===== config.mk =====
export PLATFORM = sky130hd
export DESIGN_NAME = spi_cmd_sequencer
export DESIGN_NICKNAME = d
export VERILOG_FILES = /design/src/rtl/spi_seq_pkg.sv /design/src/rtl/spi_seq_fifo.sv /design/src/rtl/spi_cmd_sequencer.sv
export SDC_FILE = /design/constraint.sdc
export NUM_CORES = 1
export LEC_CHECK = 0
export CORE_UTILIZATION = 44
export DETAILED_ROUTE_END_ITERATION = 16
export DONT_BUFFER_PORTS = 1
export GPL_ROUTABILITY_DRIVEN = 1
export GPL_TIMING_DRIVEN = 0
export SYNTH_ARGS = -nofsm -noshare
export SYNTH_HDL_FRONTEND = slang
export SYNTH_SLANG_ARGS = --single-unit

===== constraint.sdc =====
create_clock -name clk -period 4.15 [get_ports clk]
set_clock_uncertainty 0.05 [all_clocks]
set_input_delay 1.245 -clock clk [delete_from_list [all_inputs] [get_ports clk]]
set_output_delay 1.245 -clock clk [all_outputs]
set_load 0.02 [all_outputs]

===== src/rtl/spi_seq_pkg.sv =====
// Shared definitions for the SPI command sequencer: FSM state encoding and
// FIFO pointer sizing.
package spi_seq_pkg;

  typedef enum logic [2:0] {
    ST_IDLE    = 3'd0,
    ST_LAUNCH  = 3'd1,
    ST_WAIT    = 3'd2,
    ST_RELEASE = 3'd3,
    ST_GAP     = 3'd4
  } seq_state_t;

  // The extra MSB tells full from empty when the index bits are equal.
  function automatic int ptr_width(input int depth_log2);
    return depth_log2 + 1;
  endfunction

endpackage


===== src/rtl/spi_seq_fifo.sv =====
// Synchronous first-word fall-through FIFO; rdata shows the head while !empty.
// A write is accepted when full only if a read frees a slot in the same cycle.
module spi_seq_fifo
  import spi_seq_pkg::*;
#(
  parameter int WIDTH      = 8,
  parameter int DEPTH_LOG2 = 4
) (
  input  logic             clk,
  input  logic             rst_n,
  input  logic             wr,
  input  logic [WIDTH-1:0] wdata,
  input  logic             rd,
  output logic [WIDTH-1:0] rdata,
  output logic             full,
  output logic             empty
);

  localparam int PW    = ptr_width(DEPTH_LOG2);
  localparam int DEPTH = 1 << DEPTH_LOG2;
  localparam logic [PW-1:0] PTR_ONE = PW'(1);

  logic [WIDTH-1:0] mem [DEPTH];
  logic [PW-1:0]    wr_ptr;
  logic [PW-1:0]    rd_ptr;
  logic             do_wr;
  logic             do_rd;

  assign empty = (wr_ptr == rd_ptr);
  assign full  = (wr_ptr[PW-1] != rd_ptr[PW-1]) &&
                 (wr_ptr[PW-2:0] == rd_ptr[PW-2:0]);

  assign do_rd = rd && !empty;
  assign do_wr = wr && (!full || do_rd);
  assign rdata = mem[rd_ptr[DEPTH_LOG2-1:0]];

  always_ff @(posedge clk or negedge rst_n) begin
    if (!rst_n) begin
      wr_ptr <= '0;
      rd_ptr <= '0;
    end else begin
      if (do_wr) wr_ptr <= wr_ptr + PTR_ONE;
      if (do_rd) rd_ptr <= rd_ptr + PTR_ONE;
    end
  end

  always_ff @(posedge clk) begin
    if (do_wr) mem[wr_ptr[DEPTH_LOG2-1:0]] <= wdata;
  end

endmodule


===== src/rtl/spi_cmd_sequencer.sv =====
// Feeds queued {cs, word} commands to spi_master one at a time and collects
// each readback word, with a timeout per transfer and an idle gap afterwards.
//
// state   | meaning
// IDLE    | nothing in flight; launch when a command is queued
// LAUNCH  | present head command, pulse m_trigger, pop command FIFO
// WAIT    | wait for m_dvld (capture + ack) or timeout
// RELEASE | hold m_ack until spi_master drops m_dvld
// GAP     | enforce chip-select idle time before the next launch
module spi_cmd_sequencer
  import spi_seq_pkg::*;
#(
  parameter int NBITS      = 24,
  parameter int NCS        = 3,
  parameter int DEPTH_LOG2 = 4,
  parameter int GAP_CYCLES = 4,
  parameter int TIMEOUT    = 4096
) (
  input  logic             clk,
  input  logic             rst_n,
  input  logic             cmd_wr,
  input  logic [NCS-1:0]   cmd_cs,
  input  logic [NBITS-1:0] cmd_data,
  output logic             cmd_full,
  input  logic [NCS-1:0]   cs_idle,
  input  logic             rsp_rd,
  output logic [NBITS-1:0] rsp_data,
  output logic             rsp_empty,
  output logic             busy,
  input  logic             err_clr,
  output logic             err_cmd_ovf,
  output logic             err_rsp_ovf,
  output logic             err_timeout,
  output logic [NCS-1:0]   m_cs_in,
  output logic [NCS-1:0]   m_cs_in_idle,
  output logic [NBITS-1:0] m_din,
  output logic             m_trigger,
  output logic             m_ack,
  input  logic [NBITS-1:0] m_dout,
  input  logic             m_dvld
);

  localparam int TW = $clog2(TIMEOUT) + 1;
  localparam int GW = $clog2(GAP_CYCLES + 2);
  localparam logic [TW-1:0] TMO_LAST = TW'(TIMEOUT - 1);
  localparam logic [TW-1:0] TMO_SAT  = '1;
  localparam logic [GW-1:0] GAP_LOAD = GW'(GAP_CYCLES);

  seq_state_t state;
  seq_state_t state_next;

  logic [NCS+NBITS-1:0] cmd_head;
  logic                 cmd_empty;
  logic                 cmd_pop;
  logic                 rsp_full;
  logic                 rsp_push;
  logic [TW-1:0]        tmo_cnt;
  logic                 tmo_evt;
  logic [GW-1:0]        gap_cnt;
  logic                 cmd_ovf_evt;
  logic                 rsp_ovf_evt;

  spi_seq_fifo #(
    .WIDTH      (NCS + NBITS),
    .DEPTH_LOG2 (DEPTH_LOG2)
  ) u_cmd_fifo (
    .clk   (clk),
    .rst_n (rst_n),
    .wr    (cmd_wr),
    .wdata ({cmd_cs, cmd_data}),
    .rd    (cmd_pop),
    .rdata (cmd_head),
    .full  (cmd_full),
    .empty (cmd_empty)
  );

  spi_seq_fifo #(
    .WIDTH      (NBITS),
    .DEPTH_LOG2 (DEPTH_LOG2)
  ) u_rsp_fifo (
    .clk   (clk),
    .rst_n (rst_n),
    .wr    (rsp_push),
    .wdata (m_dout),
    .rd    (rsp_rd),
    .rdata (rsp_data),
    .full  (rsp_full),
    .empty (rsp_empty)
  );

  // A full FIFO is never empty, so a concurrent read always frees a slot.
  assign cmd_ovf_evt = cmd_wr && cmd_full && !cmd_pop;
  assign rsp_ovf_evt = rsp_push && rsp_full && !rsp_rd;
  assign tmo_evt     = (state == ST_WAIT) && !m_dvld && (tmo_cnt == TMO_LAST);
  assign busy        = (state != ST_IDLE) || !cmd_empty;

  always_ff @(posedge clk or negedge rst_n) begin
    if (!rst_n) state <= ST_IDLE;
    else        state <= state_next;
  end

  always_comb begin
    state_next = state;
    unique case (state)
      ST_IDLE:    if (!cmd_empty) state_next = ST_LAUNCH;
      ST_LAUNCH:  state_next = ST_WAIT;
      ST_WAIT: begin
        if (m_dvld)       state_next = ST_RELEASE;
        else if (tmo_evt) state_next = ST_GAP;
      end
      ST_RELEASE: if (!m_dvld) state_next = ST_GAP;
      ST_GAP:     if (gap_cnt == '0) state_next = ST_IDLE;
      default:    state_next = ST_IDLE;
    endcase
  end

  always_comb begin
    m_trigger = 1'b0;
    m_ack     = 1'b0;
    m_din     = '0;
    m_cs_in   = '0;
    cmd_pop   = 1'b0;
    rsp_push  = 1'b0;
    unique case (state)
      ST_LAUNCH: begin
        m_trigger = 1'b1;
        m_din     = cmd_head[NBITS-1:0];
        m_cs_in   = cmd_head[NCS+NBITS-1:NBITS];
        cmd_pop   = 1'b1;
      end
      ST_WAIT: begin
        m_ack    = m_dvld;
        rsp_push = m_dvld;
      end
      ST_RELEASE: m_ack = m_dvld;
      default: ;
    endcase
  end

  // Zeroed on the way into LAUNCH so the limit is measured from the trigger cycle.
  always_ff @(posedge clk or negedge rst_n) begin
    if (!rst_n)                        tmo_cnt <= '0;
    else if (state_next == ST_LAUNCH)  tmo_cnt <= '0;
    else if (tmo_cnt != TMO_SAT)       tmo_cnt <= tmo_cnt + TW'(1);
  end

  always_ff @(posedge clk or negedge rst_n) begin
    if (!rst_n)                gap_cnt <= '0;
    else if (state != ST_GAP)  gap_cnt <= GAP_LOAD;
    else if (gap_cnt != '0)    gap_cnt <= gap_cnt - GW'(1);
  end

  always_ff @(posedge clk or negedge rst_n) begin
    if (!rst_n) begin
      m_cs_in_idle <= '0;
      err_cmd_ovf  <= 1'b0;
      err_rsp_ovf  <= 1'b0;
      err_timeout  <= 1'b0;
    end else begin
      m_cs_in_idle <= cs_idle;
      err_cmd_ovf  <= (err_cmd_ovf && !err_clr) || cmd_ovf_evt;
      err_rsp_ovf  <= (err_rsp_ovf && !err_clr) || rsp_ovf_evt;
      err_timeout  <= (err_timeout && !err_clr) || tmo_evt;
    end
  end

endmodule


==> results.yml <==
outcome:
  status: "finished clean"
final_layout:
  nNetsFinal: 1630
  antenna_cells: 0
  seqCellArea_um2: 25600
  drive_gt1_frac: 0.316
  area_growth_pct: 15.4
  final_util: 0.514
  multiInputGateArea_um2: 7390
  n_fill_cell: 5688
timing:
  finalSetupViolations: 0
  fin_crit_sh: 0.980
  fin_crit_ns: 4.07
  rsz0062_at_grt: "true"
  hold_violations: 0
  clock.fmax_mhz: 246
  final_max_slew_viol_count: 0
  relSlewSlack: 0.230
  tightest_slew_ns: 1.15
routing:
  vias: 15000
  drtIter0Drc: 1273
  final_antenna_net_count: 0
  wl_per_cell_um: 28.1
  wl_mm: 73.2
  via_per_inst: 5.77
  dr.pass1.iters: 5
  drc: 0
yosys:
  synthCells: 1436
  syn_area_um2: 33100
  ys_seq_area_frac: 0.773
  avgSynthCellArea_um2: 23.1
  yosys.cell_types.count: 46
  yosys.area.top_type: "edfxtp_1"
  synth_top_area_share: 0.739
  synth_area_leaders: "edfxtp_1 (74%), mux4_2 (15%), dfrtp_1 (3.4%)"
  synth_nets: 1509
  yosysWarningCount: 0
  ys_seq_elements: 861
global_routing:
  grt_first_pass_wirelength_mm: 107
  groute.layer.met3.usage: 0.0454
  grt_max_degree: 46
  grt_use_met2: 0.311
  grt_util_met1: 0.271
  grt_pass1_vias: 15900
  grt_use_total: 0.194
  antenna_found_initial: 0
  grt_most_used_layer: "met2"
  grt_remaining_overflow: 0
cts:
  clk_path_buf_depth: 3
  worstSkewPairLatency_ns: 0.65
  cts-hold-fix-buffers: 0
  numCtsBuffers: 89
  h-tree-depth: 3
  cts.sinks: 861
  clock_tree.root_cell: "clkbuf_16"
  clk_pin_slew_worst_paths_ns: 0.06
  cts_tree: "built"
  cts_setup_buffers: 0
floorplan:
  io_pins: 122
  die_h_um: 276
  dieWidth_um: 276
  core_um2: 74400
  start_util: 0.445
  row_count: 100
  fp.dieArea_um2: 76400
placement:
  portBuffers: 0
  place_congestion: 0.759
  dp.final_hpwl_mm: 44.6
power:
  powerDensity_nw_per_um2: 686
  vdd_drop_max_mv: 0.327
  leakage_nw: 12.4
  finalPower_mw: 26.3
setup_path:
  crit_required_ns: 2.85
  worst-path-max-fanout: 10
  cpMaxStageDelayCell: "nor3b_4"
  startpoint: "state[1]$_DFF_PN0_"
  worstSetupPathType: "register to primary output"
  r2r_start: "state[1]$_DFF_PN0_"
  start_kind: "register"
  crit_buf_inv: 2
  cp.arrival_ns: 2.77
  path_cells: "nor3b_4, nand2b_1, buf_2, clkbuf_4, o22ai_2"
  slowest_delay_ns: 0.59
  crit_path_end_kind: "primary output"
  cp_top_family: "simple AND/OR/NAND/NOR gates"
job:
  maxCapViolations: 0
hold_path:
  min_path_type: "input port to asynchronous set/reset pin"
==> per-stage QoR <==
stage          hold slack (ns)  cell area [µm²]  setup TNS (ns)  instances  worst slack [ns]
2_1_floorplan            0.412            33100               0       1436             0.122
3_3_place_gp             0.425            34400         -269.94       2405             -2.44
3_5_place_dp             0.429            34900          -0.293       2435            -0.132
4_1_cts                  0.209            38300               0       2602           0.00121
5_1_grt                  0.213            38300         -0.0995       2602           -0.0262
6_report                 0.236            38300               0       2602            0.0827
==> report_power, final <==
group / switching, mW / total [mW] / internal, mW
registers: 0.237 / 10.5 / 10.3
clock network: 3.35 / 8.14 / 4.80
logic: 4.32 / 7.63 / 3.31
==> cells in the final DEF, fill, tap and decap left out, types with 19 or more instances in the layout <==
master	instances
dfrtp_1	45
xnor2_1	20
clkbuf_16	89
mux4_2	228
clkbuf_1	27
mux2i_1	54
and3_2	19
edfxtp_1	816
==> sequential cells by signal, indices dropped and copies added (netlist names) <==
signal             count
err_cmd_ovf            1
err_rsp_ovf            1
err_timeout            1
gap_cnt                3
m_cs_in_idle           3
state                  3
tmo_cnt               13
u_cmd_fifo.mem       432
u_cmd_fifo.rd_ptr      5
u_cmd_fifo.wr_ptr      5
u_rsp_fifo.mem       384
u_rsp_fifo.rd_ptr      5
u_rsp_fifo.wr_ptr      5
==> worst paths after layout <==
kind | slack (ns) | cells after the start | to
worst max register to register | 0.91 | 8 | u_cmd_fifo.mem[3][5]$_DFFE_PP_
max in group asynchronous | 3.70 | 0 | u_cmd_fifo.wr_ptr[2]$_DFFE_PN0P_
min in group clk | 0.44 | 1 | u_rsp_fifo.rd_ptr[4]$_DFFE_PN0P_
worst min register to register | 0.44 | 1 | u_rsp_fifo.rd_ptr[4]$_DFFE_PN0P_
worst max-delay path | 0.08 | 5 | m_din[12]
worst min-delay path | 0.24 | 0 | err_rsp_ovf$_DFF_PN0_
==> cell type report <==
cell class	count	area share
flip-flops and latches	861	0.670
repair buffers	30	0.0130
clock buffers	107	0.0600
inverters	11	0.00108
well taps	969	0.0317
plain buffers	74	0.0123
multi-input cells	490	0.193
clock inverters	60	0.0189
==> logic make-up after synthesis <==
group | after synthesis | synth area share
flops | 861 | 0.773
mux | 284 | 0.172
simple gates | 103 | 0.0180
buf+inv | 85 | 0.0121
compound gates | 54 | 0.0103
xor+xnor | 36 | 0.00951
fa+ha+maj | 13 | 0.00491
==> what timing repair did <==
action | in CTS | in global routing
gates resized for setup | 84 | 13
gates cloned | 0 | 0
endpoints found under the setup margin | 51 | 42
endpoints found under the hold margin | 0 | 0
pin swaps | 1 | 1
==> layer usage <==
layer	wire [µm]	share of wire	vias to the layer above
met5	0	0	-
li1	-	-	6339
met2	35600	0.49	428
met3	4830	0.066	83
met4	1180	0.016	0
met1	31500	0.43	8174
==> worst reg2reg max path, cell delays in order, from the launching register on <==
cell and delay [ns]:
dfrtp_1 0.45, nor3b_4 0.59, nor2_1 0.14, a21boi_1 0.41
buf_2 0.27, nand2_1 0.13, nor3_2 0.43, buf_6 0.26
buf_6 0.20
==> synthesized netlist by cell type, drive strengths merged <==
library cell / number
a211o: 1
a211oi: 2
a21boi: 2
a21oi: 12
a2bb2oi: 1
a32o: 2
a32oi: 1
and2: 2
and3: 24
and3b: 4
and4: 6
buf: 47
clkbuf: 27
dfrtp: 45
edfxtp: 816
ha: 13
inv: 11
mux2: 2
mux2i: 54
mux4: 228
nand2: 19
nand2b: 2
nand3: 7
nand3b: 1
nand4: 6
nor2: 16
nor2b: 4
nor3: 4
nor3b: 5
nor4: 1
o21ai: 5
o22ai: 27
o311a: 1
or2: 2
xnor2: 20
xor2: 16
(Power assumes the default switching activity.)
